==> src/rtl/bnn_load_ctrl.sv <==
// Nibble-serial weight loader: assembles NUM_NEURONS 8-bit words from low/high nibble pairs.
// Optional running XOR checksum of written words enabled with `define BNN_LOAD_CKSUM_EN.
module bnn_load_ctrl #(
  parameter int unsigned NUM_NEURONS = 12
) (
  input  logic       clk,
  input  logic       rst_n,
  input  logic       ena,
  input  logic       start,
  input  logic       load_en,
  input  logic [3:0] nib_in,
  output logic       wr_en,
  output logic [3:0] wr_addr,
  output logic [7:0] wr_data,
  output logic       busy,
  output logic       done,
  output logic       err,
  output logic [7:0] cksum
);

  localparam int unsigned AW = 4;
  localparam int unsigned DW = 8;
  localparam int unsigned NW = 4;
  localparam logic [AW-1:0] LAST_IDX = AW'(NUM_NEURONS - 1);

  typedef enum logic [1:0] {S_IDLE, S_LO, S_HI, S_DONE} state_t;

  state_t        state;
  logic [AW-1:0] cnt;
  logic [NW-1:0] lo_buf;

`ifdef BNN_LOAD_CKSUM_EN
  logic [DW-1:0] cksum_q;
  assign cksum = cksum_q;
`else
  assign cksum = '0;
`endif

  // Load sequencer; outputs registered, wr_en/done are single-cycle pulses.
  always_ff @(posedge clk or negedge rst_n) begin
    if (!rst_n) begin
      state   <= S_IDLE;
      cnt     <= '0;
      lo_buf  <= '0;
      wr_en   <= 1'b0;
      wr_addr <= '0;
      wr_data <= '0;
      busy    <= 1'b0;
      done    <= 1'b0;
      err     <= 1'b0;
`ifdef BNN_LOAD_CKSUM_EN
      cksum_q <= '0;
`endif
    end else begin
      wr_en <= 1'b0;
      done  <= 1'b0;
      if (ena) begin
        if (start) begin
          // Start always wins: fresh sequence at word 0, partial nibble dropped.
          state  <= S_LO;
          busy   <= 1'b1;
          cnt    <= '0;
          lo_buf <= '0;
          err    <= 1'b0;
`ifdef BNN_LOAD_CKSUM_EN
          cksum_q <= '0;
`endif
        end else begin
          case (state)
            S_IDLE, S_DONE: begin
              state <= S_IDLE;
              if (load_en) err <= 1'b1;
            end
            S_LO: begin
              if (load_en) begin
                lo_buf <= nib_in;
                state  <= S_HI;
              end
            end
            S_HI: begin
              if (load_en) begin
                wr_en   <= 1'b1;
                wr_addr <= cnt;
                wr_data <= {nib_in, lo_buf};
`ifdef BNN_LOAD_CKSUM_EN
                cksum_q <= cksum_q ^ {nib_in, lo_buf};
`endif
                if (cnt == LAST_IDX) begin
                  state <= S_DONE;
                  busy  <= 1'b0;
                  done  <= 1'b1;
                  cnt   <= '0;
                end else begin
                  state <= S_LO;
                  cnt   <= cnt + AW'(1);
                end
              end
            end
            default: state <= S_IDLE;
          endcase
        end
      end
    end
  end

endmodule

==> config.mk <==
export PLATFORM = sky130hd
export DESIGN_NAME = bnn_load_ctrl
export DESIGN_NICKNAME = d
export VERILOG_FILES = /design/src/rtl/bnn_load_ctrl.sv
export SDC_FILE = /design/constraint.sdc
export NUM_CORES = 1
export LEC_CHECK = 0
export CAP_MARGIN = 15
export CORE_MARGIN = 2
export CORE_UTILIZATION = 46
export DETAILED_ROUTE_END_ITERATION = 12
export PLACE_DENSITY = 0.82
export SLEW_MARGIN = 40
export SYNTH_ARGS = -nofsm -noshare
export SYNTH_HDL_FRONTEND = slang
export SYNTH_SLANG_ARGS = --single-unit
==> constraint.sdc <==
create_clock -name clk -period 1.7 [get_ports clk]
set_input_delay 0.51 -clock clk [delete_from_list [all_inputs] [get_ports clk]]
set_output_delay 0.51 -clock clk [all_outputs]
set_load 0.02 [all_outputs]
==> results.md, run 1 <==
* Status: finished, final reports clean
* Worst Setup EP: err
* Crit. Startpoint: err
* Initial core utilization at 47.60%
* Ant diodes at 0
* Antenna violations before repair at 0
* Critical Path AT at 1060 ps
* Nets at 160
* Psw at 0.4434 mW
* Fin crit share at 92.43%
* Worst path max stage delay at 410 ps
* Rows at 19
* Drt wl/cell at 14.28 µm
* Worst r2r src: state[0]
* Synth Flop Type: dfrtp_1
* Hpwl dp at 1867 µm
* Count of cell types in the netlist at 31
* Via density at 5.433
* Setup slack after layout at 128.6 ps
* Syn Area/Cell at 10.75 µm²
* Die Y at 56.73 µm
* Clock Latency Late Sink at 320 ps
* Vias in the first global route at 967
* 1st-iter DRT viols at 21
* GRT overflow at 0
* Total track usage at 17.79%
* Total Neg Setup Slack at 0 ps
* Die width at 56.73 µm
* Sequential share of power at 52.2%
* # Post-CTS Setup Buffers at 0
* Num ports at 33
* Hold crit path type: reg -> reg
* Gate Count Post-Synth at 119
* Terminus of the critical flop-to-flop path: cnt[2]
* CP Launch Type: register
* Crit path buf inv count at 1
* Fmax at 0.6364 GHz
* Most frequent cells in the layout: dfrtp_1, dlygate4sd2_1, nand2_1
* RSZ-0062 raised after global routing: no
* Clk root buf: clkbuf_4
* Post-route minimum period at 1571 ps
* Clock Sink Count at 26
* Sequential area share after synthesis at 50.88%
* Die area at 3218 µm²
* Port Buf Inserts at 24
* DR pass1 iterations at 4
* Largest net degree at the start of global routing at 27
* CTS Hold Bufs at 0
* Setup WS pre-CTS at -209.4 ps
* Worst-path cell chain: dlygate4sd2_1
* Int Pwr at 0.9843 mW
* Critical-path top delay cell: dfrtp_1
* Setup CP Type: reg -> out
* Most common cell after layout, fill and taps aside: dfrtp_1
* CTS clock-pin slew for the worst setup and hold paths at 140 ps
* Critical Path Stages at 1
* Power density over the cells at 920.2 nW/µm²
* Cell family with most CP delay: flip-flops
* Core area at 2686 µm²
* Non-Filler Instances at 178
* Max cap viols at 0
* Max Root-Sink Buffers at 2
* Vias at 967
* Async SR Flop Fraction at 100.0%
* Post-synth EDFFs at 0
* WP data required at 1190 ps
* Dpl cells at 174
* Clock share of power at 21.9%
* Worst clock skew at 3.363 ps
* Filler cell count in the final layout at 239
* Endpoint kind of the worst setup timing path: output pin
* CTS H-tree lvls at 1
* Final setup violation count at 0
* CTS tree: done
* Antenna Nets Post-Route at 0
* Worst R2R Path Depth at 5
* Yosys reg bits at 26
* Final max-slew violation count at 0
* Leakage at 0.7875 nW
* Tot Pwr at 1.428 mW
* Fin. Hold Viols at 0
* Placer Congestion at 0.7087
* VDD IR max at 575.4 µV
* P&R area growth vs syn at 21.33%
* First-pass GRT wire length at 4429 µm
* Num CTS Buffers at 3
* R2R Setup Slk at 130 ps
* Fin util at 57.76%
* DRC violations left at 0
* Syn Std Cell Area at 1279 µm²
* Sw Share at 31.05%
* Combinational power share at 26.0%
* Worst-path fanout max at 2
* Layout cells sized above 1 at 14.29%
* Final wirelength at 2542 µm
* Synth warn at 0
## how the worst min path moves through the flow
stage	start	endpoint	slack (ps)	depth (start not counted)
finish	wr_data[2]	wr_data[2]	500	2
global route	wr_data[2]	wr_data[2]	540	2
CTS	wr_data[0]	wr_data[0]	510	2
detailed placement	wr_data[0]	wr_data[0]	480	2
global placement	wr_addr[0]	wr_addr[0]	470	2
floorplan	rst_n	busy	210	0
## layer usage
metal / global-route usage [%] / routed length [µm] / share of wire, %
met5: 0 / 0 / 0
met2: 31.23 / 1378 / 54
met4: 8.163 / 53 / 2.1
met1: 21.12 / 975 / 38
met3: 2.765 / 134 / 5.3
## timing repair
item,in CTS,in global routing
resized for setup,16,1
pin swaps,0,0
setup endpoints to repair,16,13
## power groups by stage
stage / Combinational, mW / Sequential [mW] / Clock, mW
floorplan: 0.198 / 0.803 / 0
global placement: 0.381 / 0.753 / 0
detailed placement: 0.403 / 0.759 / 0
CTS: 0.374 / 0.746 / 0.317
global route: 0.407 / 0.758 / 0.342
finish: 0.371 / 0.745 / 0.312
## Yosys cell counts (3+ instances only)
cell	n	share of area [%]
o21ai_1	6	2.3
a21oi_1	3	1.2
ha_1	3	2.9
buf_4	12	7.0
o22ai_1	7	3.4
inv_1	10	2.9
dfrtp_1	26	51
a22oi_1	5	2.9
nand3_1	4	1.6
nand2_1	11	3.2
mux2_4	4	4.7
nor2_1	5	1.5
## flip-flops by register name (all words and copies together), names as in the netlist
register,count
busy,1
cnt,4
done,1
err,1
lo_buf,4
state,2
wr_addr,4
wr_data,8
wr_en,1
## cell families after synthesis
| kind of cell | count (synthesis) | synth area share (%) |
|---|---|---|
| buffers and inverters | 25 | 11.64 |
| AO/OA/AOI/OAI | 29 | 15.07 |
| adder cells (fa/ha/maj) | 3 | 2.936 |
| AND/OR/NAND/NOR | 29 | 12.72 |
| flip-flops | 26 | 50.88 |
| other | 1 | 0.2933 |
| multiplexers | 6 | 6.458 |
## final cells by class
| class | instances | area, µm² | share of cell area, % |
|---|---|---|---|
| Inverter | 10 | 37.54 | 2.419 |
| Timing Repair Buffer | 32 | 280.3 | 18.06 |
| Multi-Input combinational cell | 75 | 508.0 | 32.74 |
| Clock buffer | 4 | 36.28 | 2.339 |
| Sequential cell | 26 | 650.6 | 41.94 |
| Tap cell | 31 | 38.79 | 2.500 |
## through the flow
stage / instance area (µm²) / hold WS (ps)
after detailed placement: 1533 / 483.7
after global routing: 1551 / 539.1
after global placement: 1533 / 465.7
after floorplan: 1305 / 214.4
final: 1551 / 503.5
after CTS: 1549 / 510.6
(Power assumes the default switching activity.)
==> inputs of run 2 (changes only) <==
--- a/config.mk
+++ b/config.mk
@@ -5,12 +5,13 @@
 export SDC_FILE = /design/constraint.sdc
 export NUM_CORES = 1
 export LEC_CHECK = 0
+export ABC_AREA = 1
 export CAP_MARGIN = 15
 export CORE_MARGIN = 2
 export CORE_UTILIZATION = 46
 export DETAILED_ROUTE_END_ITERATION = 12
-export PLACE_DENSITY = 0.82
-export SLEW_MARGIN = 40
+export PLACE_DENSITY = 0.83
+export SLEW_MARGIN = 10
 export SYNTH_ARGS = -nofsm -noshare
 export SYNTH_HDL_FRONTEND = slang
 export SYNTH_SLANG_ARGS = --single-unit
==> run 2 against run 1 <==
Effect of this change: register-to-register slack better by 200 ps; count of clock-buffer cells in the layout unchanged; die area shrank 3.7%; routed wire length is 5.1% lower; core utilization is 3.5 points higher; first-iteration DRC count is 19% higher; setup slack improved by 20 ps; via count is 4.1% higher; non-clock buffer count is 2 lower.
==> results.md, run 2 <==
* DR WL met2 at 1227 µm (-11%)
* Post-route minimum period at 1552 ps (-19.66 ps)
* Most frequent cells in the layout: nand2_1, dfrtp_1, dlygate4sd2_1
* Sequential cell area at 650.6 µm² (unchanged)
* Core area at 2500 µm² (-6.9%)
* Power density over the cells at 870.5 nW/µm² (-5.4%)
* Cell with the most instances after synthesis: nand2_1
* CTS tree: done
* Hpwl dp at 1878 µm (+0.59%)
* WP data required at 1190 ps (about the same)
* CP Launch Type: register
* Hold slack at 486.8 ps (-16.68 ps)
* Largest net degree at the start of global routing at 27 (unchanged)
* GRT overflow at 0 (unchanged)
* Syn Std Cell Area at 1227 µm² (-4.0%)
* Crit path buf inv count at 1 (unchanged)
* Vias in the first global route at 982 (+1.6%)
* Synth Flop Type: dfrtp_1
* Met3 WL at 156 µm (+16%)
* Yosys reg bits at 26 (unchanged)
* Setup WS pre-CTS at -66.88 ps (+142.6 ps)
* Clock Latency Late Sink at 310 ps (about the same)
* Worst-path fanout max at 2 (unchanged)
* Layout cells sized above 1 at 9.827% (-4.5 points)
* P&R area growth vs syn at 24.67%
* Die width at 55.66 µm (-1.9%)
* 1st-iter DRT viols at 25 (+19%)
* Clk root buf: clkbuf_4
* R2R Setup Slk at 330 ps (+200 ps)
* Endpoint kind of the worst setup timing path: output pin
* Fin. Hold Viols at 0 (unchanged)
* VDD IR max at 500.2 µV (-13%)
* Max reg flops at 8 (unchanged)
* Filler cell count in the final layout at 230 (-3.8%)
* Syn Area/Cell at 8.705 µm² (-19%)
* Total track usage at 17.23% (-0.56 points)
* Setup CP Type: reg -> out
* Leakage at 0.8831 nW (+12%)
* CTS clock-pin slew for the worst setup and hold paths at 130 ps (about the same)
* Worst clock skew at 3.420 ps (+0.05626 ps)
* Antenna violations before repair at 0 (unchanged)
* Synth area leaders: dfrtp_1, nand2_1, nand3_1, buf_4, ha_1
* Multi-input gate area at 483.0 µm² (-4.9%)
* Metal-1 WL at 984 µm (+0.92%)
* Post-synth EDFFs at 0 (unchanged)
* CTS H-tree lvls at 1 (unchanged)
* Num CTS Buffers at 3 (unchanged)
* Vias at 1007 (+4.1%)
* Largest area contributor in the netlist: dfrtp_1
* Setup slack after layout at 148.3 ps (+19.66 ps)
* First-pass GRT wire length at 4215 µm (-4.8%)
* Yosys top cell area share at 53.01% (+2.1 points)
* Clock Sink Count at 26 (unchanged)
* Most flops, register: wr_data
* Antenna Nets Post-Route at 0 (unchanged)
* DRC violations left at 0 (unchanged)
* CTS Hold Bufs at 0 (unchanged)
* Critical Path AT at 1040 ps (-20 ps)
* Max Root-Sink Buffers at 2 (unchanged)
* Num ports at 33 (unchanged)
* Port Buf Inserts at 24 (unchanged)
* Placer Congestion at 0.8800 (+24%)
* Initial core utilization at 49.10% (+1.5 points)
* Final max-slew violation count at 0 (unchanged)
* Synth top cells by count: nand2_1, dfrtp_1, nand3_1
* Ant diodes at 0 (unchanged)
* Max cap viols at 0 (unchanged)
* Status: finished, final reports clean
* Worst path max stage delay at 400 ps (about the same)
* Via density at 4.961 (-8.7%)
* Synth warn at 0 (unchanged)
* Critical-path top delay cell: dfrtp_1
* Max Used Layer: met4
* Sequential area share after synthesis at 53.01% (+2.1 points)
* Count of cell types in the netlist at 19 (-39%)
* Gate Count Post-Synth at 141 (+18%)
* Most common cell after layout, fill and taps aside: nand2_1
* Fin crit share at 91.28% (-1.2 points)
* Final wirelength at 2412 µm (-5.1%)
* Worst-path cell chain: dlygate4sd2_1
* Rows at 18 (-1)
* RSZ-0062 raised after global routing: no
* Drt wl/cell at 11.88 µm (-17%)
* Fmax at 0.6445 GHz (+1.3%)
* Hold crit path type: reg -> reg
* Final setup violation count at 0 (unchanged)
* Die area at 3097 µm² (-3.7%)
* DR pass1 iterations at 4 (unchanged)
* Async SR Flop Fraction at 100.0% (unchanged)
* Nets at 186 (+16%)
* Cell family with most CP delay: flip-flops
* Die Y at 55.66 µm (-1.9%)
-- run 2: cell types whose count changed after synthesis, moves of 3 or more --
cell,previous run,this run
a21oi_1,3,0
a22oi_1,5,0
buf_4,12,8
mux2_4,4,0
nand2_1,11,57
nand3_1,4,12
o21ai_1,6,1
o22ai_1,7,0
-- run 2: per-stage QoR --
stage          cell area, µm²  total power, mW  setup TNS, ps  util, %  cells
6_report                 1530            1.332              0    61.21    203
5_1_grt                  1530            1.414              0    61.21    203
4_1_cts                  1530            1.344              0    61.21    203
3_5_place_dp             1514            1.069         -798.1    60.56    199
3_3_place_gp             1514            1.055         -341.1    60.56    199
2_1_floorplan            1254           0.9297              0        -    148
-- run 2: final timing paths --
path / startpoint / to / cells after the start
hold / removal: lo_buf[3] / wr_data[3] / 2
min in group asynchronous: rst_n / wr_addr[3] / 2
setup / recovery: wr_addr[3] / wr_addr[3] / 1
max in group asynchronous: rst_n / cnt[1] / 2
hold reg to reg: lo_buf[3] / wr_data[3] / 2
setup reg to reg: state[0] / cnt[3] / 6
-- run 2: area by class of cell --
class | instances | area share [%]
Inverter | 12 | 2.944
Clock buffer | 4 | 2.371
Tap cell | 30 | 2.453
Multi-Input combinational cell | 101 | 31.56
Sequential cell | 26 | 42.52
Timing Repair Buffer | 30 | 18.15
-- run 2: power breakdown --
group	internal [mW]	switching, mW
Clock	0.131	0.173
Combinational	0.112	0.187
Sequential	0.684	0.0459
Total	0.927	0.405
-- run 2: what timing repair did --
| action | CTS | global route |
|---|---|---|
| resized for setup | 16 | 0 |
| setup endpoints to repair | 16 | 0 |
| buffers inserted | 0 | 0 |
-- run 2: cell families (layout without fill, tap and decap cells) --
kind of cell / after synthesis / after routing / synth area share [%]
simple gates: 81 / 81 / 29.05
compound gates: 8 / 8 / 4.078
buf+inv: 21 / 46 / 9.786
flops: 26 / 26 / 53.01
xor+xnor: 1 / 1 / 0.7137
other cells: 1 / 8 / 0.3055
fa+ha+maj: 3 / 3 / 3.058
-- run 2: per-layer routing --
metal / track usage [%] / vias up
met5: 0 / -
met4: 8.711 / 0
met3: 3.256 / 4
met2: 30.95 / 43
met1: 19.27 / 470
li1: - / 490
